===== src/rtl/alu_seq.sv =====
// alu_seq: handshaked ALU with single-cycle logic/arithmetic ops and iterative
// multi-cycle MUL / DIVU / REMU (one bit per cycle). One operation in flight.
//
// Build option: define ALU_SEQ_DIV_EN to include the divider. Without it,
// opcodes 11/12 report err=1 with out=0 in a single cycle. MUL is always present.
//
// Ports
//   clk        rising-edge clock
//   reset_n    synchronous active-low reset
//   in_valid   request valid          in_ready   block can accept a request
//   op         opcode (4 bits)        in_r/in_rw operands (WIDTH bits)
//   out_valid  result valid           out_ready  consumer accepts result
//   out        result                 is_zero    out == 0
//   carry      ADD carry-out / SUB borrow, 0 otherwise
//   err        illegal opcode or divide by zero
//
// state  | meaning
// -------+------------------------------------------------------------
// S_IDLE | no result held, ready for a request
// S_BUSY | iterating a multi-cycle op, cnt counts down to 0
// S_DONE | result held on out/flags until consumed
module alu_seq #(
   parameter int WIDTH = 32
) (
   input  logic             clk,
   input  logic             reset_n,
   input  logic             in_valid,
   output logic             in_ready,
   input  logic [3:0]       op,
   input  logic [WIDTH-1:0] in_r,
   input  logic [WIDTH-1:0] in_rw,
   output logic             out_valid,
   input  logic             out_ready,
   output logic [WIDTH-1:0] out,
   output logic             is_zero,
   output logic             carry,
   output logic             err
);

   localparam int SHW = $clog2(WIDTH);

   typedef enum logic [1:0] {S_IDLE, S_BUSY, S_DONE} state_t;
   typedef enum logic [1:0] {K_MUL, K_DIVU, K_REMU} kind_t;

   state_t           state, state_nxt;
   kind_t            kind;
   logic [SHW-1:0]   cnt;
   logic [WIDTH-1:0] acc, opa, opb;
   logic [WIDTH-1:0] acc_nxt, opa_nxt, opb_nxt, iter_res;

   logic             accept;
   logic [WIDTH:0]   sum_w;
   logic             shamt_ovf;
   logic [WIDTH-1:0] sc_res;
   logic             sc_carry, sc_err, is_multi;

   assign accept    = in_valid & in_ready;
   assign sum_w     = {1'b0, in_r} + {1'b0, in_rw};
   assign shamt_ovf = |in_rw[WIDTH-1:SHW];

   // Single-cycle result, and whether the request needs the iterative engine.
   always_comb begin
      sc_res   = '0;
      sc_carry = 1'b0;
      sc_err   = 1'b0;
      is_multi = 1'b0;
      case (op)
         4'd0: begin
            sc_res   = sum_w[WIDTH-1:0];
            sc_carry = sum_w[WIDTH];
         end
         4'd1: begin
            sc_res   = in_r - in_rw;
            sc_carry = (in_r < in_rw);
         end
         4'd2: sc_res = shamt_ovf ? '0 : (in_r << in_rw[SHW-1:0]);
         4'd3: sc_res = shamt_ovf ? '0 : (in_r >> in_rw[SHW-1:0]);
         4'd4: sc_res = in_r;
         4'd5: sc_res = in_rw;
         4'd6: sc_res = in_r & in_rw;
         4'd7: sc_res = in_r | in_rw;
         4'd8: sc_res = in_r ^ in_rw;
         4'd9: sc_res = (in_r << 8) | in_rw;
         4'd10: is_multi = 1'b1;
`ifdef ALU_SEQ_DIV_EN
         // Divide by zero is resolved immediately instead of running the engine.
         4'd11: begin
            if (in_rw == '0) begin
               sc_res = '1;
               sc_err = 1'b1;
            end else begin
               is_multi = 1'b1;
            end
         end
         4'd12: begin
            if (in_rw == '0) begin
               sc_res = in_r;
               sc_err = 1'b1;
            end else begin
               is_multi = 1'b1;
            end
         end
`endif
         default: sc_err = 1'b1;
      endcase
   end

   // One engine iteration. MUL: LSB-first shift-add (opa = shifted multiplicand,
   // opb = remaining multiplier). DIV: restoring, opa shifts dividend bits out
   // at the top and quotient bits in at the bottom, acc holds the remainder.
`ifdef ALU_SEQ_DIV_EN
   logic [WIDTH:0] rem_tmp;
   logic           ge;
`endif
   always_comb begin
      acc_nxt  = acc + (opb[0] ? opa : '0);
      opa_nxt  = opa << 1;
      opb_nxt  = opb >> 1;
      iter_res = acc_nxt;
`ifdef ALU_SEQ_DIV_EN
      rem_tmp = {acc, opa[WIDTH-1]};
      ge      = (rem_tmp >= {1'b0, opb});
      if (kind != K_MUL) begin
         // remainder stays below the divisor, so the low WIDTH bits suffice
         acc_nxt  = ge ? (rem_tmp[WIDTH-1:0] - opb) : rem_tmp[WIDTH-1:0];
         opa_nxt  = {opa[WIDTH-2:0], ge};
         opb_nxt  = opb;
         iter_res = (kind == K_DIVU) ? opa_nxt : acc_nxt;
      end
`endif
   end

   always_ff @(posedge clk) begin
      if (!reset_n) begin
         state <= S_IDLE;
      end else begin
         state <= state_nxt;
      end
   end

   always_comb begin
      state_nxt = state;
      case (state)
         S_IDLE: begin
            if (accept) state_nxt = is_multi ? S_BUSY : S_DONE;
         end
         S_BUSY: begin
            if (cnt == '0) state_nxt = S_DONE;
         end
         S_DONE: begin
            if (accept)         state_nxt = is_multi ? S_BUSY : S_DONE;
            else if (out_ready) state_nxt = S_IDLE;
         end
         default: state_nxt = S_IDLE;
      endcase
   end

   // in_ready is qualified by reset_n so it reads 0 while reset is held.
   always_comb begin
      out_valid = (state == S_DONE);
      in_ready  = reset_n & ((state == S_IDLE) | ((state == S_DONE) & out_ready));
   end

   always_ff @(posedge clk) begin
      if (!reset_n) begin
         out     <= '0;
         is_zero <= 1'b1;
         carry   <= 1'b0;
         err     <= 1'b0;
         cnt     <= '0;
         kind    <= K_MUL;
         acc     <= '0;
         opa     <= '0;
         opb     <= '0;
      end else if (accept) begin
         if (is_multi) begin
            cnt  <= SHW'(WIDTH - 1);
            kind <= (op == 4'd10) ? K_MUL : ((op == 4'd11) ? K_DIVU : K_REMU);
            acc  <= '0;
            opa  <= in_r;
            opb  <= in_rw;
         end else begin
            out     <= sc_res;
            is_zero <= (sc_res == '0);
            carry   <= sc_carry;
            err     <= sc_err;
         end
      end else if (state == S_BUSY) begin
         acc <= acc_nxt;
         opa <= opa_nxt;
         opb <= opb_nxt;
         cnt <= cnt - 1'b1;
         if (cnt == '0) begin
            out     <= iter_res;
            is_zero <= (iter_res == '0);
            carry   <= 1'b0;
            err     <= 1'b0;
         end
      end
   end

endmodule


===== config.mk =====
export PLATFORM = sky130hd
export DESIGN_NAME = alu_seq
export DESIGN_NICKNAME = d
export VERILOG_FILES = /design/src/rtl/alu_seq.sv
export SDC_FILE = /design/constraint.sdc
export NUM_CORES = 1
export LEC_CHECK = 0
export BUFFER_PORTS_ARGS = -buffer_cell sky130_fd_sc_hd__buf_2
export CELL_PAD_IN_SITES_DETAIL_PLACEMENT = 1
export CELL_PAD_IN_SITES_GLOBAL_PLACEMENT = 2
export CORE_AREA = 2 2 234 236
export DETAILED_ROUTE_END_ITERATION = 6
export DIE_AREA = 0 0 236 238
export GPL_ROUTABILITY_DRIVEN = 0
export GPL_TIMING_DRIVEN = 0
export PLACE_DENSITY = 0.78
export RECOVER_POWER = 25
export SYNTH_ARGS = -nofsm -noshare
export SYNTH_HDL_FRONTEND = slang
export SYNTH_SLANG_ARGS = --single-unit

===== constraint.sdc =====
create_clock -name clk -period 4.8 [get_ports clk]
set_clock_uncertainty 0.15 [all_clocks]
set_input_delay 0.24 -clock clk [delete_from_list [all_inputs] [get_ports clk]]
set_output_delay 0.24 -clock clk [all_outputs]
set_load 0.02 [all_outputs]

==> results of run 1 <==
[cell usage in the layout (no fill, tap or decap), types with 40 or more instances in the layout]
master    synthesis  final
ha_1            139    138
dfxtp_1         138    138
inv_1           104    104
nand2_1         253    252
nor3_1           42     40
buf_2            24     94
o21ai_0         172    169
nor2_1          238    237
nand3_1          55     55
mux4_2           50     50
and2_1           41     41
mux2i_1          52     52
a21oi_1         190    186
clkbuf_1        171    185
o211ai_1         96     96
[power by group]
part | internal [uW] | switching [uW]
clock | 826 | 588
combinational | 522 | 1190
sequential | 1180 | 26.1
total | 2530 | 1800
[layout make-up]
class | instances | area (um2)
antenna | 2 | 5.005
buffer | 195 | 832.0
clock buffer | 17 | 425.4
clock inverter | 15 | 187.7
fill | 6688 | 33670
inverter | 107 | 405.4
multi-input combinational | 1946 | 13810
sequential | 138 | 2763
tap | 696 | 870.8
timing repair buffer | 112 | 526.8
[per-layer routing]
metal | global-route usage, % | vias up | share of wire [%]
met1 | 42.06 | 10457 | 39
met5 | 0 | - | 0.012
met2 | 56.09 | 1374 | 45
met4 | 23.78 | 2 | 7.8
li1 | - | 9202 | -
met3 | 5.981 | 418 | 8.6
[worst min path at each step]
stage | startpoint | endpoint | slack [ns] | cells after the start
4_1_cts | in_rw[31] | opb[31]$_SDFFE_PN0P_ | 0.02 | 3
5_1_grt | in_rw[31] | opb[31]$_SDFFE_PN0P_ | 0.03 | 3
6_report | in_rw[31] | opb[31]$_SDFFE_PN0P_ | 0.04 | 3
2_1_floorplan | in_rw[31] | opb[31]$_SDFFE_PN0P_ | 0.23 | 2
3_3_place_gp | out[15]$_SDFFE_PN0P_ | out[15]$_SDFFE_PN0P_ | 0.29 | 2
3_5_place_dp | out[15]$_SDFFE_PN0P_ | out[15]$_SDFFE_PN0P_ | 0.30 | 2
[what timing repair did]
item                                    in CTS  in global routing
setup buffers                                3                  2
endpoints found under the setup margin      17                  6
pin swaps                                    2                  9
cloned                                       0                  0
gates resized for setup                     35                 38
[worst max-delay path: cells and delay by family]
kind / cells / cell delay (ns)
compound gates: 5 / 1.18
buf+inv: 5 / 1.13
fa+ha+maj: 1 / 0.30
simple gates: 7 / 2.01
[cell families (layout without fill, tap and decap cells)]
group | after synthesis | in the layout | synth area share, %
AO/OA/AOI/OAI | 838 | 838 | 32.25
AND/OR/NAND/NOR | 785 | 785 | 20.74
buffers and inverters | 323 | 446 | 7.282
adder cells (fa/ha/maj) | 142 | 142 | 10.24
flip-flops | 138 | 138 | 15.72
multiplexers | 135 | 135 | 11.48
XOR/XNOR | 46 | 46 | 2.292
other | 0 | 2 | 0
[flip-flops by register name, indices dropped and copies added (netlist names)]
name / count
opb: 32
carry: 1
cnt: 5
out: 32
acc: 32
opa: 32
err: 1
state: 2
is_zero: 1
[Yosys cell counts, types with 19 or more instances]
cell      instances  area share (%)
o21a_1           20            0.85
a31oi_1          23            0.82
a221oi_1         32             1.6
nand2b_1         19            0.68
buf_2            24            0.68
nand3_1          55             1.6
ha_1            139             9.9
mux2i_1          52             3.0
mux4_2           50             6.4
clkbuf_1        171             3.7
nand4_1          26            0.93
xnor2_1          29             1.4
a21oi_1         190             5.4
a22oi_1          27             1.2
dfxtp_1         138              16
nor4_1           23            0.82
o22ai_1          31             1.1
nand2_1         253             5.4
o21ai_0         172             4.9
mux2_2           33             2.1
inv_1           104             2.2
and2_1           41             1.5
a211oi_1         36             1.5
a21o_1           32             1.4
nor3_1           42             1.2
nor2_1          238             5.1
o211ai_1         96             4.1
o221ai_1         21             1.0
[through the flow]
stage / worst slack, ns / power, uW / area, um2 / cells
after floorplan: 0.2689 / 2199 / 17580 / 2407
after detailed placement: -1.558 / 2830 / 18980 / 3210
after global placement: -1.714 / 2801 / 18980 / 3209
after CTS: 0.002203 / 4261 / 19740 / 3240
final: 0.1653 / 4334 / 19820 / 3228
after global routing: 0.01056 / 4476 / 19820 / 3226
==> key figures, run 1 <==
Outcome
  – Status: complete, but fails checks
  – Failing checks: DRC, capacitance limit, slew limit

Drt
  – Drt pass-1 iters: 7
  – Routed Antenna Nets: 0
  – Via count: 21453
  – Number of remaining DRC errors: 2
  – Post-Route WL: 99130 um
  – Drt first-iter violations: 2471
  – Routed wire per std cell: 30.71 um
  – Drt via density: 6.646

Timing
  – Setup violators final: 0
  – Unrepaired setup endpoints after global routing: no
  – Fin Hold WS: 0.04134 ns
  – Final Hold Viols: 0
  – Setup TNS: 0 ns
  – Worst Tran Pin Value: 1.556 ns
  – Maximum clock rate: 0.2158 GHz
  – Crit path time final: 4.635 ns
  – Max Slew Vio Count: 4
  – Slew headroom: -5.205%
  – Post-route clock period utilization: 96.56%

Die
  – Row Count: 85
  – I/O pin count: 109
  – Std-Cell Core Area: 53500 um2
  – Chip height: 238 um
  – Die ar.: 56170 um2
  – Die width: 236 um
  – Initial core utilization: 32.86%

Final layout
  – Layout cells sized above 1: 11.66%
  – Area growth syn-to-layout: 12.77%
  – Layout Utilization: 37.05%
  – Nets@finish: 2731

Setup path
  – End of the critical path: is_zero$_SDFFE_PN1P_
  – Max FO, Critical Path: 11
  – CP Cell Sequence: buf_2, inv_1, buf_2, buf_2, buf_2, ha_1, nand2b_1, o211ai_1, o22ai_1, or4_1, a21oi_2, o211a_1, nand4_1, nor4_4, nand4_1, nor4_2, nand4_1, a41oi_2
  – Most Frequent Cell on Critical Path: buf_2
  – Worst R2R Start: opb[0]$_SDFFE_PN0P_
  – Critical Path RT: 5.04 ns
  – R2R Setup Slk: 0.28 ns
  – RR Endpoint: is_zero$_SDFFE_PN1P_
  – Critical path origin: in_rw[0]
  – Crit start category: primary input
  – CP endpoint kind: register
  – Setup CP Type: in -> reg
  – CP max-delay cell: or4_1
  – Worst reg-to-reg path cell count: 15
  – WP data arrival: 4.87 ns
  – CP peak stage delay: 0.68 ns

Clocking
  – Cts hold-fix bufs: 0
  – CTS clock-pin slew for the worst setup and hold paths: 0.07 ns
  – Clock sinks: 138
  – CTS buffer count: 17
  – Worst skew pair latency: 0.46 ns
  – H-tree levels: 4
  – CTS tree: yes
  – Longest Clk Path Bufs: 2
  – Root Driver: clkbuf_16

Synth
  – Register bit total from synthesis: 138
  – Mapped Nets: 2621
  – Syn Inst Count: 2407
  – Netlist Area Pre-Place: 17580 um2
  – Synth warnings: 0
  – Average cell area after synthesis: 7.302 um2
  – EDFF count, synth: 0
  – Synth Flop Type: dfxtp_1
  – Async set or reset register ratio after synthesis: 0%
  – Register area share after synthesis: 15.72%
  – Yosys cell types: 88

Pwr
  – PD cells: 218.6 nW/um2
  – Worst vdd ir: 0.0002731 V
  – Leakage power: 0.007602 uW

GRT
  – Final global-route overflow total: 0
  – Pin count of the biggest net entering global routing: 20
  – Initial antenna violation count: 2
  – Vias in the first global route: 21631
  – GR Util All Layers: 34.65%
  – Wire length of the first global-routing pass: 144800 um

Place
  – Port bufs: 106
  – Detailed placement HPWL: 80960 um

Worst hold path
  – Worst min path class: in -> reg

Flow run
  – Max Cap Viol: 1
Note: power is estimated with default switching activity, not from simulation.
==> inputs of run 2 (changes only) <==
PLACE_DENSITY = 0.77   (was 0.78)
==> key figures, run 2 (synthesis results as in run 1) <==
Timing
  – Maximum clock rate: 0.2085 GHz (was 0.2158 GHz)
  – Setup violators final: 0 (unchanged)
  – Worst Tran Pin Value: 1.487 ns (was 1.556 ns)
  – Slew headroom: -0.5328% (was -5.205%)
  – Crit path time final: 4.797 ns (was 4.635 ns)
  – Max Slew Vio Count: 1 (was 4)
  – Post-route clock period utilization: 99.94% (was 96.56%)
  – Fin Hold WS: 0.06203 ns (was 0.04134 ns)
  – Final Hold Viols: 0 (unchanged)
  – Setup TNS: 0 ns (unchanged)
  – Unrepaired setup endpoints after global routing: yes (was no)

Setup path
  – WP data arrival: 5.04 ns (was 4.87 ns)
  – CP endpoint kind: register (unchanged)
  – Max FO, Critical Path: 13 (was 11)
  – Setup CP Type: in -> reg (unchanged)
  – Crit start category: primary input (unchanged)
  – Critical Path RT: 5.04 ns (about the same)

Clocking
  – CTS buffer count: 17 (unchanged)
  – CTS clock-pin slew for the worst setup and hold paths: 0.07 ns (about the same)
  – CTS tree: yes (unchanged)
  – Root Driver: clkbuf_16 (unchanged)
  – Clock sinks: 138 (unchanged)
  – H-tree levels: 4 (unchanged)
  – Worst skew pair latency: 0.46 ns (about the same)
  – Longest Clk Path Bufs: 2 (unchanged)

Drt
  – Post-Route WL: 99400 um (was 99130 um)
  – Via count: 21505 (was 21453)
  – Routed Antenna Nets: 0 (unchanged)
  – Drt pass-1 iters: 7 (unchanged)
  – Routed wire per std cell: 30.73 um (was 30.71 um)
  – Top sig layer: met4 (was met5)
  – Met2 WL: 45110 um (was 44390 um)
  – Metal1 wirelength: 38370 um (was 38510 um)
  – Drt first-iter violations: 2474 (was 2471)
  – Met3 wire len: 8742 um (was 8518 um)
  – Number of remaining DRC errors: 2 (unchanged)
  – Drt via density: 6.648 (was 6.646)

Pwr
  – Clock power frac: 30.4% (was 32.6%)
  – Seq pwr share: 28.9% (was 27.9%)
  – Net Sw Power: 1790 uW (was 1801 uW)
  – PD cells: 212.1 nW/um2 (was 218.6 nW/um2)
  – Logic pwr share: 40.7% (was 39.4%)
  – Switching share of power: 42.76% (was 41.56%)
  – Worst vdd ir: 0.0002726 V (was 0.0002731 V)
  – Pwr Total: 4187 uW (was 4334 uW)
  – Leakage power: 0.007598 uW (was 0.007602 uW)
  – P_int: 2396 uW (was 2532 uW)

Outcome
  – Failing checks: DRC, capacitance limit, slew limit (unchanged)
  – Status: complete, but fails checks (unchanged)

Flow run
  – Max Cap Viol: 1 (unchanged)

Final layout
  – Area growth syn-to-layout: 12.31% (was 12.77%)
  – Layout cells sized above 1: 11.74% (was 11.66%)
  – Most frequent cells in the layout: nand2_1, nor2_1, clkbuf_1, a21oi_1, o21ai_0 (was nand2_1, nor2_1, a21oi_1, clkbuf_1, o21ai_0)
  – Fillers: 6728 (was 6688)
  – Most common cell after layout, fill and taps aside: nand2_1 (unchanged)
  – Post-Layout Cell Count: 3235 (was 3228)
  – Finished Cell Area: 19740 um2 (was 19820 um2)
  – Nets@finish: 2739 (was 2731)

Place
  – Placed cell count: 3210 (unchanged)
  – Port bufs: 106 (unchanged)
  – Detailed placement HPWL: 81150 um (was 80960 um)
  – Placed cell area: 18980 um2 (unchanged)

Worst hold path
  – Worst min path class: in -> reg (unchanged)

Die
  – Chip height: 238 um (unchanged)
  – Initial core utilization: 32.86% (unchanged)
  – Std-Cell Core Area: 53500 um2 (unchanged)
  – Die width: 236 um (unchanged)
  – Row Count: 85 (unchanged)
  – Die ar.: 56170 um2 (unchanged)
  – I/O pin count: 109 (unchanged)

GRT
  – Final global-route overflow total: 0 (unchanged)
  – Wire length of the first global-routing pass: 143100 um (was 144800 um)
  – Initial antenna violation count: 2 (unchanged)
  – Vias in the first global route: 21381 (was 21631)
  – Pin count of the biggest net entering global routing: 20 (unchanged)
  – GR Util All Layers: 34.29% (was 34.65%)
[run 2: cell count changes in the layout (fill, tap and decap cells not counted), sizes merged]
cell,previous run,this run
bufinv,3,0
diode,2,1
inv,111,109
clkbuf,205,215
buf,119,120
clkinv,5,7
[run 2: final timing paths]
check	from	slack [ns]	cells after the start	end
max	in_rw[1]	0.003	19	is_zero$_SDFFE_PN1P_
min	in_r[0]	0.06	3	opa[0]$_SDFFE_PN0P_
max reg2reg	opb[0]$_SDFFE_PN0P_	0.18	16	is_zero$_SDFFE_PN1P_
min reg2reg	out[31]$_SDFFE_PN0P_	0.31	2	out[31]$_SDFFE_PN0P_
[run 2: critical path, cell delays in order]
cell,delay (ns)
buf_2,0.10
buf_6,0.20
buf_8,0.20
buf_6,0.20
inv_1,0.15
buf_6,0.23
fa_1,0.48
and2b_2,0.26
o21a_1,0.19
o21a_1,0.17
o21ai_0,0.43
o211ai_1,0.28
nor4b_2,0.53
nand4_1,0.24
nor4_4,0.32
nand4_1,0.17
nor4_2,0.27
nand4_1,0.15
a41oi_2,0.21
[run 2: area by class of cell]
class | count | area (um2) | share of cell area, %
Antenna cell | 1 | 2.502 | 0.01268
Buffer | 201 | 855.8 | 4.335
Clock buffer | 20 | 456.7 | 2.313
Clock inverter | 12 | 90.09 | 0.4563
Inverter | 107 | 405.4 | 2.053
Multi-Input combinational cell | 1946 | 13760 | 69.68
Sequential cell | 138 | 2763 | 13.99
Tap cell | 696 | 870.8 | 4.411
Timing Repair Buffer | 114 | 541.8 | 2.744
[run 2: power groups by stage]
stage	clock (uW)	combinational [uW]	sequential (uW)
6_report	1270	1700	1210
5_1_grt	1330	1770	1210
4_1_cts	1290	1620	1210
3_5_place_dp	0	1600	1230
3_3_place_gp	0	1570	1230
2_1_floorplan	0	949	1250
[run 2: metal layers]
metal,vias to the layer above,GRT usage [%]
li1,9223,-
met3,379,5.796
met5,-,0
met4,0,21.96
met1,10601,41.34
met2,1302,56.69
[run 2: per-stage QoR]
step	setup WS [ns]	util, %
after CTS	0.04373	36.75
after floorplan	0.2689	-
after global routing	-0.08379	36.90
final	0.003014	36.90
after global placement	-1.689	35.48
after detailed placement	-1.458	35.49
[run 2: repair_timing]
action	4_1_cts	5_1_grt
setup endpoints to repair	17	5
hold buffers	0	0
resized for setup	38	31
pin swaps	3	6
cloned	0	0
setup buffers	3	4
